$ cat src/rtl/genbit_decoder_pkg.sv
// Shared types and defaults for the genbit decoder: state encoding, width
// defaults and the elaboration-time index-width check.
package genbit_decoder_pkg;

    localparam int unsigned GENBIT_WIDTH = 8;
    localparam int unsigned GENBIT_IDXW  = 3;

    typedef enum logic {
        IDLE = 1'b0,
        SCAN = 1'b1
    } state_t;

    // True when idxw is exactly log2(width) and width is a power of two >= 2.
    function automatic bit idxw_ok(input int unsigned width, input int unsigned idxw);
        return (width >= 2) && ((width & (width - 1)) == 0) && (idxw == $clog2(width));
    endfunction

endpackage

$ cat src/rtl/genbit_decoder_lsb_index_enc.sv
// Lowest-set-bit priority encoder; also reports whether more than one bit is
// set and returns the mask with its lowest set bit cleared.
module lsb_index_enc
    import genbit_decoder_pkg::*;
#(
    parameter int unsigned WIDTH = GENBIT_WIDTH,
    parameter int unsigned IDXW  = GENBIT_IDXW
) (
    input  logic [WIDTH-1:0] mask,
    output logic [IDXW-1:0]  index,
    output logic             any_set,
    output logic             more_than_one,
    output logic [WIDTH-1:0] cleared
);

    generate
        if (!idxw_ok(WIDTH, IDXW)) begin : g_bad_width
            $error("lsb_index_enc: IDXW must equal log2(WIDTH), WIDTH a power of two >= 2");
        end
    endgenerate

    assign cleared       = mask & (mask - WIDTH'(1));
    assign any_set       = |mask;
    assign more_than_one = |cleared;

    // NOTE: the default before the loop keeps index fully assigned on every
    // path, so no latch is inferred; scanning high-to-low leaves the lowest hit.
    always_comb begin
        index = '0;
        for (int i = WIDTH - 1; i >= 0; i--) begin
            if (mask[i]) begin
                index = IDXW'(i);
            end
        end
    end

endmodule

$ cat src/rtl/genbit_decoder.sv
// Accepts a bit mask and serially emits the index of each set bit, lowest
// first, one index per accepted output beat.
module genbit_decoder
    import genbit_decoder_pkg::*;
#(
    parameter int unsigned WIDTH = GENBIT_WIDTH,
    parameter int unsigned IDXW  = GENBIT_IDXW
) (
    input  logic             clk,
    input  logic             reset,
    input  logic             in_valid,
    output logic             in_ready,
    input  logic [WIDTH-1:0] in_mask,
    output logic             out_valid,
    input  logic             out_ready,
    output logic [IDXW-1:0]  out_index,
    output logic             out_last,
    output logic             out_zero
);

    generate
        if (!idxw_ok(WIDTH, IDXW)) begin : g_bad_width
            $error("genbit_decoder: IDXW must equal log2(WIDTH), WIDTH a power of two >= 2");
        end
    endgenerate

    state_t           state_q, state_d;
    logic [WIDTH-1:0] mask_q, mask_d;
    logic             zero_q, zero_d;

    logic [IDXW-1:0]  enc_index;
    logic             enc_any;
    logic             enc_multi;
    logic [WIDTH-1:0] enc_cleared;

    lsb_index_enc #(
        .WIDTH (WIDTH),
        .IDXW  (IDXW)
    ) u_enc (
        .mask          (mask_q),
        .index         (enc_index),
        .any_set       (enc_any),
        .more_than_one (enc_multi),
        .cleared       (enc_cleared)
    );

    // Outputs depend on registers only; gating by SCAN keeps them zero in IDLE.
    assign in_ready  = (state_q == IDLE);
    assign out_valid = (state_q == SCAN);
    assign out_index = (state_q == SCAN) ? enc_index : '0;
    assign out_last  = (state_q == SCAN) && !enc_multi;
    assign out_zero  = (state_q == SCAN) && zero_q;

    always_comb begin
        state_d = state_q;
        mask_d  = mask_q;
        zero_d  = zero_q;
        unique case (state_q)
            IDLE: begin
                if (in_valid) begin
                    mask_d  = in_mask;
                    zero_d  = (in_mask == '0);
                    state_d = SCAN;
                end
            end
            SCAN: begin
                if (out_ready) begin
                    mask_d = enc_cleared;
                    if (!enc_multi) begin
                        state_d = IDLE;
                    end
                end
            end
            default: state_d = IDLE;
        endcase
    end

    // NOTE: state registers use non-blocking assignments so every flop samples
    // the pre-edge values, independent of process ordering.
    always_ff @(posedge clk) begin
        if (reset) begin
            state_q <= IDLE;
            mask_q  <= '0;
            zero_q  <= 1'b0;
        end else begin
            state_q <= state_d;
            mask_q  <= mask_d;
            zero_q  <= zero_d;
        end
    end

    // enc_any is implied by !zero_q in SCAN; kept as a consistency assertion.
    always_ff @(posedge clk) begin
        if (!reset && state_q == SCAN) begin
            assert (enc_any || zero_q || mask_q == '0)
                else $error("genbit_decoder: empty non-zero scan");
        end
    end

endmodule

$ cat config.mk
export PLATFORM = sky130hd
export DESIGN_NAME = genbit_decoder
export DESIGN_NICKNAME = d
export VERILOG_FILES = /design/src/rtl/genbit_decoder_pkg.sv /design/src/rtl/genbit_decoder_lsb_index_enc.sv /design/src/rtl/genbit_decoder.sv
export SDC_FILE = /design/constraint.sdc
export NUM_CORES = 1
export LEC_CHECK = 0
export BUFFER_PORTS_ARGS = -buffer_cell sky130_fd_sc_hd__buf_2
export CAP_MARGIN = 30
export CORE_AREA = 2 2 39 41
export CTS_BUF_LIST = sky130_fd_sc_hd__clkbuf_16
export CTS_CLUSTER_SIZE = 40
export DETAILED_ROUTE_END_ITERATION = 10
export DIE_AREA = 0 0 41 43
export PLACE_DENSITY = 0.8
export SLEW_MARGIN = 10
export SYNTH_ARGS = -nofsm -noshare
export SYNTH_HDL_FRONTEND = slang
export SYNTH_SLANG_ARGS = --single-unit
export TNS_END_PERCENT = 50
$ cat constraint.sdc
create_clock -name clk -period 3.6 [get_ports clk]
set_input_delay 0.9 -clock clk [delete_from_list [all_inputs] [get_ports clk]]
set_output_delay 0.9 -clock clk [all_outputs]
set_load 0.02 [all_outputs]
Word-level counts from Yosys, hierarchy flattened

Index checks and enable logic that the tools add are counted.

Register bits after elaboration: 10
Bits in latches: 0
RAM bits: 0
ROM bits: 0
Input bits: 12
Output and inout bits: 7
Word-level logic and storage cells: 31
Memories: 0

Add/sub/neg operators: 1
$mul: 0
Div/mod/pow operators: 0
$lt $le $gt $ge: 0
Equality and inequality tests: 2
Shift operators: 0
Multiplexer cells: 16
Bitwise logic cells: 2
Reductions and logical operators: 7

Operators by type and width:

| cell                                              | number |
|---|---|
| 2-to-1 mux 3 bit                                  | 9 |
| 2-to-1 mux 8 bit                                  | 2 |
| one-hot mux 8 bit (2 select lines)                | 1 |
| bitwise AND 8 bit                                 | 1 |
| zero test 8 bit                                   | 1 |
| OR reduction 8 bit                                | 1 |
| subtractor 8 x 1 -> 8 bit (second input constant) | 1 |
| inequality test 2 bit (second input constant)     | 2 |
| AND reduction 2 bit                               | 2 |
| 2-to-1 mux 1 bit                                  | 3 |
| logical AND 1 bit                                 | 2 |
| one-hot mux 1 bit (2 select lines)                | 1 |
| zero test 1 bit                                   | 1 |
| inverter 1 bit                                    | 1 |

Longest topological paths before layout

Depth in word-level cells: 9
Gate-level depth with buffers: 5
Gate-level depth less buffers: 4

By module

A second synthesis with hierarchy kept.

Cells, all modules: 87
Area, all modules: 753.2 um^2

Modules (own cells, without submodules):

| module         | instances | cells an instance | area each (um^2) | sequential area each (um^2) |
|---|---|---|---|---|
| genbit_decoder | 1         | 54                | 540.5            | 200.2 |
| lsb_index_enc  | 1         | 33                | 212.7            | 0.0 |

Least setup slack after synthesis

No wires, ideal clock.

Path type: reg-to-output
From: reg mask_q[1]
To: out out_last
Arrival time: 1608 ps
Data required time: 2700 ps
Slack: 1092 ps
Cell stages (with the launch flop): 5
Buffers on the path: 0
Cell sequence: dfxtp_1 > or4_4 > or4_1 > o21ai_0 > and3_1

Longest elaborated chain between the ends: 5

Ends and longest elaborated chain:

| item                      | RTL line                           | source |
|---|---|---|
| start: declaration        | genbit_decoder.sv:28               | `logic [WIDTH-1:0] mask_q, mask_d;` |
| start signal: assignment  | genbit_decoder.sv:87               | `mask_q <= mask_d;` |
| subtractor 8 x 1 -> 8 bit | genbit_decoder_lsb_index_enc.sv:22 | `assign cleared = mask & (mask - WIDTH'(1));` |
| bitwise AND 8 bit (*)     | genbit_decoder_lsb_index_enc.sv:22 |  |
| OR reduction 8 bit (*)    | genbit_decoder_lsb_index_enc.sv:24 | `assign more_than_one = \|cleared;` |
| zero test 1 bit (*)       | --                                 |  |
| logical AND 1 bit (*)     | genbit_decoder.sv:51               | `assign out_last = (state_q == SCAN) && !enc_multi;` |
| end: declaration          | genbit_decoder.sv:17               | `output logic out_last,` |

Mark *: on every way between the ends. The rest lies on a longest branch, timed or not.

Worst setup path in the final report

Ends and elaborated chain as after synthesis.

==> flow_summary.yaml <==
worst_hold_path:
  min_to: "zero_q"
  hp-class: "flip-flop to flip-flop"
  hold_depth: 2
  hp-start: "zero_q"
grt:
  grt_util_met2_pct: 29.1
  grt_pass1_wl_mm: 2.46
  grt_max_degree: 11
  gr-usage-met3_pct: 5.24
  grt.total_usage_pct: 20.7
  grt-busiest-layer: "met2"
  grt_pass1_vias: 578
  antenna_found_initial: 0
  met1_usage_pct: 27.3
  overflow: 0
sta:
  holdWs_ps: 452
  slew_headroom_pct: 61.8
  final.period_utilization_pct: 79.8
  max_freq_mhz: 348
  hold_viol_final: 0
  finClkSkew_ps: 1.63
  worstMarginPinSlew_ps: 572
  setup_viol: 0
  tns_ps: 0
  period_needed_ps: 2870
  drv_slew: 0
  rsz0062_at_grt: "false"
worst_setup_path:
  slowest_stage: "or4_4"
  cp.arrival_ps: 1970
  critPathLaunch: "mask_q[1]"
  r2r_cells: 4
  endpoint_kind: "primary output"
  r2r_start: "mask_q[1]"
  start_kind: "flip-flop"
  worstReg2RegEnd: "out_valid"
  critPathRequiredTime_ps: 2700
  cp_top_family: "simple AND/OR/NAND/NOR gates"
  crit_fanout: 6
  crit_buf_inv: 1
  crit_chain: "or4_4 -> or4_1 -> o21ai_0 -> and3_1 -> buf_2"
  path_class: "flip-flop to primary output"
  rrSetupSlack_ps: 1720
  critPathMaxStageDelay_ps: 580
cells_and_area:
  antennaDiodeCount: 0
  syn_to_final_growth_pct: 30.7
  fin_nets: 109
  drive_gt1_share_pct: 26.0
  postLayoutCellArea_sq_um: 757
detailed_routing:
  vias_per_cell: 6.05
  drt-total-wl_mm: 1.51
  vias: 678
  drc_errors: 0
  drtPass1Iterations: 4
  drt-initial-drc-count: 31
  wl_per_cell_um: 13.4
  ant_nets: 0
power:
  irDropWorstVdd_mv: 0.357
  p_seq_share_pct: 32.9
  clock_power_share_pct: 49.1
  leakage_uw: 0.000318
  p_int_uw: 295
  power.density_nw_per_um2: 528
  comb_power_share_pct: 18.0
  power_switching_uw: 105
  p_sw_share_pct: 26.3
  power.total_uw: 400
logic_synthesis:
  yosysWarnings: 0
  synth-edff-count: 0
  yosysTopAreaCellShare_pct: 34.6
  syn_avg_cell_area_sq_um: 7.52
  synthFlopType: "dfxtp_1"
  syn_nets: 89
  synth_commonest_cells: "a21oi_1, dfxtp_1, nand2_1"
  synthCells: 77
  synth_top_area_cell: "dfxtp_1"
  ys_seq_area_share_pct: 34.6
  synthDistinctLibCells: 29
  synth_area_leaders: "dfxtp_1, a21oi_1, nand2_1"
  ys_ff_latch: 10
  synth_area_sq_um: 579
  async_flop_share_pct: 0
clocking:
  cts_buffer_depth: 2
  clock_latency_ps: 240
  holdBufCountCts: 0
  cts.clk_slew.worst_paths_ps: 40
  cts_buffers: 3
  cts-root-buf: "clkbuf_16"
  cts_max_level: 1
  clkSinkCount: 10
  cts_tree: "built"
  cts_post_setup_buffers_inserted: 0
  cts-resized-gates: 0
run_status:
  status: "finished, final reports clean"
die:
  die_x_um: 41
  io-pin-count: 19
  coreArea_sq_um: 1380
  std_cell_rows: 14
  die_area_sq_um: 1760
  start_util_pct: 41.9
  die_h_um: 43
placement:
  dp_hpwl_mm: 1.13
  routabilityCongestion: 0.793
  postPlaceCellArea_sq_um: 678
  portBuffers: 18
job:
  drv_cap: 0
-- power by group through the flow --
| stage | registers, uW | logic [uW] | clock network [uW] |
|---|---|---|---|
| floorplan | 130 | 49.9 | 0 |
| global placement | 132 | 69.7 | 0 |
| detailed placement | 133 | 71.0 | 0 |
| CTS | 131 | 71.3 | 200 |
| global route | 133 | 80.2 | 209 |
| finish | 132 | 71.9 | 196 |
-- metrics by stage --
step | util, % | instances | worst slack (ps)
after floorplan | - | 77 | 1090
after global placement | 49.0 | 108 | 1040
after detailed placement | 49.0 | 108 | 987
after CTS | 54.7 | 112 | 735
after global routing | 54.7 | 112 | 667
final | 54.7 | 112 | 728
-- worst min-delay path: stages (launching register included) --
cell and delay (ps):
dfxtp_1 300, nand2_1 50, a21oi_1 50
-- routing by layer --
metal,routed length (um),vias up
met5,0,-
met4,19,0
met3,175,4
met2,690,53
met1,619,296
li1,-,325
-- cell type report --
type | instances | area, sq um
timing repair buffer | 18 | 90.1
fill | 133 | 627
clock inverter | 1 | 3.75
sequential | 10 | 200
inverter | 4 | 15.0
clock buffer | 3 | 75.1
tap | 16 | 20.0
multi-input combinational | 60 | 353
-- logic make-up after synthesis --
kind of cell             count (synthesis)  share of synthesized area [%]
buffers and inverters                    7                           4.53
flip-flops                              10                           34.6
AO/OA/AOI/OAI                           25                           27.2
adder cells (fa/ha/maj)                  2                           3.46
AND/OR/NAND/NOR                         33                           30.2
-- cells in the final DEF, fill, tap and decap left out, drive strengths merged, types with 2 or more instances in the layout --
cell	netlist	routed
a21oi	10	10
a211oi	2	2
o211ai	2	2
or3	2	2
o21ai	4	4
buf	1	18
nor2	6	6
inv	4	4
nor3	3	3
nand3	3	3
nor4	2	2
or4	4	4
clkbuf	2	3
dfxtp	10	10
nand2	9	9
maj3	2	2
-- worst max-delay path by stage --
stage / end / slack [ps] / depth (start not counted)
2_1_floorplan: out_last / 1090 / 4
3_3_place_gp: out_last / 1040 / 5
3_5_place_dp: out_last / 990 / 5
4_1_cts: out_last / 730 / 5
5_1_grt: out_last / 670 / 5
6_report: out_last / 730 / 5
-- sequential cells by signal, summed over array words and instances, names as in the netlist --
register   cells
zero_q         1
out_valid      1
mask_q         8
Power figures use the tool's default switching activity.
